--- src/rtl/add_accum_seq_if.sv ---
// add_accum_seq_if: burst input, adder link and result handshake bundle for add_accum_seq
interface add_accum_seq_if #(
  parameter int WIDTH = 16,
  parameter int LEN_W = 8
);
  logic             start;
  logic [LEN_W-1:0] len;
  logic [WIDTH-1:0] in_data;
  logic             in_valid;
  logic             in_ready;
  logic [WIDTH-1:0] add_a;
  logic [WIDTH-1:0] add_b;
  logic [WIDTH-1:0] add_sum;
  logic             add_ovf;
  logic             busy;
  logic             res_valid;
  logic             res_ready;
  logic [WIDTH-1:0] res_sum;
  logic             res_ovf;
  logic [LEN_W-1:0] res_ovf_cnt;
  modport slave (
    input  start, len, in_data, in_valid, add_sum, add_ovf, res_ready,
    output in_ready, add_a, add_b, busy, res_valid, res_sum, res_ovf, res_ovf_cnt
  );
  modport master (
    output start, len, in_data, in_valid, add_sum, add_ovf, res_ready,
    input  in_ready, add_a, add_b, busy, res_valid, res_sum, res_ovf, res_ovf_cnt
  );
endinterface

--- src/rtl/add_accum_seq.sv ---
// add_accum_seq: accumulates a burst of words through an external adder and reports sum, sticky carry and carry count
module add_accum_seq #(
  parameter int WIDTH = 16,
  parameter int LEN_W = 8
) (
  input logic           clk,
  input logic           rst_n,
  add_accum_seq_if.slave bus
);
  typedef enum logic [1:0] {IDLE, ACCUM, DONE} state_t;
  state_t           state, state_nx;
  logic [WIDTH-1:0] acc, res_sum;
  logic [LEN_W-1:0] remaining, ovf_cnt, cnt_nx, res_ovf_cnt;
  logic             sticky, res_ovf, xfer, last;
  assign xfer   = state == ACCUM && bus.in_valid;
  assign last   = xfer && remaining == LEN_W'(1);
  assign cnt_nx = &ovf_cnt ? ovf_cnt : ovf_cnt + LEN_W'(bus.add_ovf);
  // state register
  always_ff @(posedge clk or negedge rst_n)
    if (!rst_n) state <= IDLE;
    else state <= state_nx;
  // next-state decode; start only counts in IDLE, result leaves DONE on handshake
  always_comb begin
    state_nx = state == IDLE  ? (bus.start ? (bus.len == '0 ? DONE : ACCUM) : IDLE) :
               state == ACCUM ? (last ? DONE : ACCUM) :
               (bus.res_ready ? IDLE : DONE);
  end
  // running total and carry bookkeeping; result registers persist through IDLE until the next burst ends
  always_ff @(posedge clk or negedge rst_n) begin
    if (!rst_n) begin
      acc         <= '0;
      sticky      <= 1'b0;
      ovf_cnt     <= '0;
      remaining   <= '0;
      res_sum     <= '0;
      res_ovf     <= 1'b0;
      res_ovf_cnt <= '0;
    end else if (state == IDLE && bus.start) begin
      acc       <= '0;
      sticky    <= 1'b0;
      ovf_cnt   <= '0;
      remaining <= bus.len;
      if (bus.len == '0) begin
        res_sum     <= '0;
        res_ovf     <= 1'b0;
        res_ovf_cnt <= '0;
      end
    end else if (xfer) begin
      acc       <= bus.add_sum;
      sticky    <= sticky | bus.add_ovf;
      ovf_cnt   <= cnt_nx;
      remaining <= remaining - LEN_W'(1);
      if (last) begin
        res_sum     <= bus.add_sum;
        res_ovf     <= sticky | bus.add_ovf;
        res_ovf_cnt <= cnt_nx;
      end
    end
  end
  // outputs decoded from state; adder in2 is fed only while accumulating
  always_comb begin
    bus.in_ready    = state == ACCUM;
    bus.busy        = state != IDLE;
    bus.res_valid   = state == DONE;
    bus.add_a       = acc;
    bus.add_b       = state == ACCUM ? bus.in_data : '0;
    bus.res_sum     = res_sum;
    bus.res_ovf     = res_ovf;
    bus.res_ovf_cnt = res_ovf_cnt;
  end
endmodule

--- src/flat_wrapper.sv ---
// flat-port wrapper written by rule: the top's interface ports become plain ports
module add_accum_seq_flat 
#(
  parameter int WIDTH = 16,
  parameter int LEN_W = 8
)
  (clk, rst_n, bus_start, bus_len, bus_in_data, bus_in_valid, bus_add_sum, bus_add_ovf, bus_res_ready, bus_in_ready, bus_add_a, bus_add_b, bus_busy, bus_res_valid, bus_res_sum, bus_res_ovf, bus_res_ovf_cnt);
  add_accum_seq_if #(.WIDTH(WIDTH), .LEN_W(LEN_W)) bus_i ();
  input logic clk;
  input logic rst_n;
  input wire logic [$bits(bus_i.start)-1:0] bus_start;
  input wire logic [$bits(bus_i.len)-1:0] bus_len;
  input wire logic [$bits(bus_i.in_data)-1:0] bus_in_data;
  input wire logic [$bits(bus_i.in_valid)-1:0] bus_in_valid;
  input wire logic [$bits(bus_i.add_sum)-1:0] bus_add_sum;
  input wire logic [$bits(bus_i.add_ovf)-1:0] bus_add_ovf;
  input wire logic [$bits(bus_i.res_ready)-1:0] bus_res_ready;
  output wire logic [$bits(bus_i.in_ready)-1:0] bus_in_ready;
  output wire logic [$bits(bus_i.add_a)-1:0] bus_add_a;
  output wire logic [$bits(bus_i.add_b)-1:0] bus_add_b;
  output wire logic [$bits(bus_i.busy)-1:0] bus_busy;
  output wire logic [$bits(bus_i.res_valid)-1:0] bus_res_valid;
  output wire logic [$bits(bus_i.res_sum)-1:0] bus_res_sum;
  output wire logic [$bits(bus_i.res_ovf)-1:0] bus_res_ovf;
  output wire logic [$bits(bus_i.res_ovf_cnt)-1:0] bus_res_ovf_cnt;
  assign bus_i.start = bus_start;
  assign bus_i.len = bus_len;
  assign bus_i.in_data = bus_in_data;
  assign bus_i.in_valid = bus_in_valid;
  assign bus_i.add_sum = bus_add_sum;
  assign bus_i.add_ovf = bus_add_ovf;
  assign bus_i.res_ready = bus_res_ready;
  assign bus_in_ready = bus_i.in_ready;
  assign bus_add_a = bus_i.add_a;
  assign bus_add_b = bus_i.add_b;
  assign bus_busy = bus_i.busy;
  assign bus_res_valid = bus_i.res_valid;
  assign bus_res_sum = bus_i.res_sum;
  assign bus_res_ovf = bus_i.res_ovf;
  assign bus_res_ovf_cnt = bus_i.res_ovf_cnt;
  add_accum_seq #(.WIDTH(WIDTH), .LEN_W(LEN_W)) u_core (.clk(clk), .rst_n(rst_n), .bus(bus_i));
endmodule
--- config.mk ---
export PLATFORM = sky130hd
export DESIGN_NAME = add_accum_seq_flat
export DESIGN_NICKNAME = d
export VERILOG_FILES = /design/src/rtl/add_accum_seq_if.sv /design/src/rtl/add_accum_seq.sv /design/src/flat_wrapper.sv
export SDC_FILE = /design/constraint.sdc
export NUM_CORES = 1
export LEC_CHECK = 0
export ABC_AREA = 1
export CAP_MARGIN = 0
export CELL_PAD_IN_SITES_DETAIL_PLACEMENT = 0
export CELL_PAD_IN_SITES_GLOBAL_PLACEMENT = 1
export CORE_ASPECT_RATIO = 0.75
export CORE_UTILIZATION = 29
export CTS_CLUSTER_SIZE = 30
export DETAILED_ROUTE_END_ITERATION = 8
export PLACE_DENSITY_LB_ADDON = 0.25
export SLEW_MARGIN = 20
export SYNTH_ARGS = -nofsm -noshare
export SYNTH_HDL_FRONTEND = slang
export SYNTH_SLANG_ARGS = --single-unit
--- constraint.sdc ---
create_clock -name clk -period 1.21 [get_ports clk]
set_input_delay 0.242 -clock clk [delete_from_list [all_inputs] [get_ports clk]]
set_output_delay 0.242 -clock clk [all_outputs]
set_load 0.01 [all_outputs]
==> metrics.md <==
| Metric | Value |
|---|---|
| Run status | `complete, but fails checks` |
| Violations in the final reports | `negative setup slack` |
| Final slew viol count | `0` |
| CTS clk-pin slew, worst paths | `50 ps` |
| Syn nets | `444` |
| Required time at the endpoint of the critical path | `970 ps` |
| Slowest CP cell | `dfrtp_1` |
| Area after detailed placement | `4589 um2` |
| Die ar. | `10,980 um2` |
| Peak supply drop | `0.0009063 V` |
| Initial antenna violation count | `0` |
| Worst setup timing slack at the placement stage | `-502.9 ps` |
| Largest driver fanout on the critical path | `5` |
| Sink count of the clock tree | `60` |
| Max_slew headroom | `0.6396` |
| Initial standard-cell utilization of the core | `0.2977` |
| Post-detailed-route via-to-cell ratio | `4.410` |
| I/O pin count | `106` |
| CTS max path bufs | `2` |
| Residual DRC | `0` |
| Cell breakdown of the critical path | `inv_4 > buf_12 > nand2_8 > nor2_1 > buf_2` |
| Area leader, netlist | `dfrtp_1` |
| CTS H-tree lvls | `3` |
| Worst-skew pair later-pin latency | `330 ps` |
| Die W | `120.7 um` |
| Total of warnings raised by yosys | `0` |
| Nets | `617` |
| Clock tree from TritonCTS | `yes` |
| Remaining global-route overflow | `0` |
| Unrepaired setup endpoints after global routing | `true` |
| Gate count after technology mapping | `394` |
| Type of the worst setup path | `register to output pin` |
| Post-synth cell types | `27` |
| Sequential fraction of the synthesis area | `0.4902` |
| Number of antenna diodes | `0` |
| Final core utilization | `0.5201` |
| Top cells by area, synth | `dfrtp_1 (49%), nand2_1 (18%), nand3_1 (7.4%)` |
| Number of vias in the routed layout | `3,122` |
| Arrival time of data at the critical path endpoint | `1280 ps` |
| Crit path launch type | `register` |
| Most common cell in the netlist | `nand2_1` |
| Largest net degree at the start of global routing | `61` |
| Number of synthesized flops with an enable pin | `0` |
| Pre-antenna DRT Iters | `4` |
| First-iteration detailed-routing DRC count | `156` |
| Smallest setup slack after layout | `-316.6 ps` |
| Fin area | `5351 um2` |
| Via count of the first global-routing pass | `3,168` |
| Finish-stage setup viols | `79` |
| Overall routed net length | `9617 um` |
| Share of synthesized registers carrying an async set or reset | `1.000` |
| Number of rows in the core area | `32` |
| Leakage power total | `0.002748 uW` |
| Post-synthesis sequential element count | `60` |
| Number of maximum-capacitance constraint violations | `0` |
| Detailed-route wire length per cell | `13.58 um` |
| Post-synthesis instance area | `3063 um2` |
| Prevailing post-synth register cell | `dfrtp_1` |
| Portion of synthesized cell area occupied by the leading cell type | `0.4902` |
| CP peak stage delay | `390 ps` |
| CTS Root Buffer Type | `clkbuf_16` |
| Wire length of the first global-routing pass | `16,020 um` |
| IO Port Bufs | `105` |
| Cell Pwr Density | `2431 nW/um2` |
| Core outline area | `10,290 um2` |
| Placed insts | `669` |
| Final RePlAce weighted congestion | `0.8319` |
| Post-Route Skew | `6.002 ps` |
| Final cycle utilization of the critical path | `1.262` |
| Die Y | `91 um` |
| Hold Vio Cnt, Final | `0` |
| Post-synthesis average cell area | `7.774 um2` |
| GRT Util Overall | `0.1912` |
| Layout fillers | `987` |
| Min Clock Period, post-route | `1527 ps` |
| Timing-limited maximum frequency | `655.1 MHz` |
| Element type at the critical path end | `output pin` |
| Transition time at the pin with the least slew margin | `534.9 ps` |
| Fraction of layout cells with a size suffix above 1 | `0.4283` |
| Area growth, synth to finish | `74.71%` |
| TritonCTS buffer count | `9` |
| Antenna Nets Post-Route | `0` |
| Path class of the lowest-slack min-delay path | `input pin to async pin` |
| Detail Placement HPWL | `6347 um` |
| Commonest cells post-synth | `nand2_1 (143), dfrtp_1 (60), nand3_1 (45)` |
| Non-filler instance count after layout | `708` |
| Aggregate negative setup slack | `-18,000 ps` |
==> final cells by class <==
| class | count | area (um2) | share of cell area |
|---|---|---|---|
| repair buffers | 173 | 1506 | 0.2815 |
| flip-flops and latches | 60 | 1503 | 0.2808 |
| inverters | 45 | 191.4 | 0.03577 |
| clock inverters | 5 | 52.55 | 0.009820 |
| well taps | 136 | 170.2 | 0.03180 |
| multi-input cells | 278 | 1695 | 0.3168 |
| clock buffers | 11 | 232.7 | 0.04349 |
==> repair_timing <==
| item | in CTS | in global routing |
|---|---|---|
| hold buffers | 1 | 0 |
| resized for setup | 303 | 58 |
| endpoints found under the hold margin | 60 | 0 |
| endpoints found under the setup margin | 120 | 110 |
| cloned | 6 | 0 |
| setup buffers | 11 | 7 |
| pin swaps | 30 | 9 |
==> sequential cells by signal, indices dropped and copies added, names as in the netlist <==
register                cells
u_core.sticky               1
u_core.state                2
u_core.remaining            8
u_core.bus.add_a           16
u_core.ovf_cnt              8
u_core.bus.res_ovf          1
u_core.bus.res_sum         16
u_core.bus.res_ovf_cnt      8
==> report_power, final <==
part           internal, uW  switching (uW)  total (uW)
combinational          3450            3570        7020
sequential             2850             664        3510
clock                  1580             891        2470
==> layer usage <==
metal,vias to the layer above,part of all wire,global-route usage
met5,-,0,0
met4,0,0.012,0.03395
met3,9,0.070,0.06972
met2,78,0.45,0.2921
met1,1454,0.47,0.2606
li1,1581,-,-
==> worst paths after layout <==
path	startpoint	to	slack [ps]	cells after the start
worst min-delay path	rst_n	u_core.bus.res_ovf_cnt[1]$_DFFE_PN0P_	460	3
worst min register to register	u_core.bus.add_a[13]$_DFFE_PN0P_	u_core.bus.add_a[13]$_DFFE_PN0P_	480	2
max in group asynchronous	rst_n	u_core.state[0]$_DFF_PN0_	450	3
min in group clk	u_core.bus.add_a[13]$_DFFE_PN0P_	u_core.bus.add_a[13]$_DFFE_PN0P_	480	2
worst max register to register	u_core.state[0]$_DFF_PN0_	u_core.remaining[7]$_DFFE_PN0P_	-280	10
worst max-delay path	u_core.state[1]$_DFF_PN0_	bus_add_b[13]	-320	5
==> placed cells by master, fill, tap and decap left out, types with 2 or more instances in the layout <==
cell	synthesis	layout
o21ai_2	0	9
nor2_4	2	6
dfrtp_1	60	59
nor2_1	40	28
nand2_1	143	114
inv_6	0	2
buf_2	3	34
nand3_1	45	19
inv_1	39	37
xnor2_1	3	3
buf_16	0	2
o21ai_0	16	4
nand2_2	2	28
clkbuf_2	0	20
nand2_4	3	4
clkdlybuf4s50_1	0	44
buf_12	0	8
clkbuf_16	0	9
o211ai_1	3	3
nand3_4	1	3
buf_4	2	43
inv_4	1	2
nand3_2	1	25
ha_4	0	3
clkdlybuf4s15_2	0	2
buf_6	7	16
inv_2	5	3
nor2_2	2	10
clkinv_2	0	3
buf_8	0	3
o21ai_1	6	9
clkbuf_1	0	2
nand2_8	0	4
==> cell families after synthesis <==
| family | Yosys count | share of synthesized area |
|---|---|---|
| AOI/OAI and AO/OA | 26 | 0.04535 |
| xor gates and xnor gates | 4 | 0.01144 |
| adders and majority gates | 4 | 0.01634 |
| buffers and inverters | 58 | 0.09273 |
| DFF | 60 | 0.4902 |
| and+or+nand+nor | 242 | 0.3440 |
==> critical path: cells and delay by family, from the launching register on <==
family / cells / cell delay [ps]
flops: 1 / 390
simple gates: 2 / 160
buf+inv: 3 / 390
==> through the flow <==
step	hold WS (ps)	total power, uW
6_report	457.8	13010
3_5_place_dp	280.8	9179
4_1_cts	479.7	12890
3_3_place_gp	282.0	9122
2_1_floorplan	-53.59	6057
5_1_grt	490.1	13930
Power figures use the tool's default switching activity.
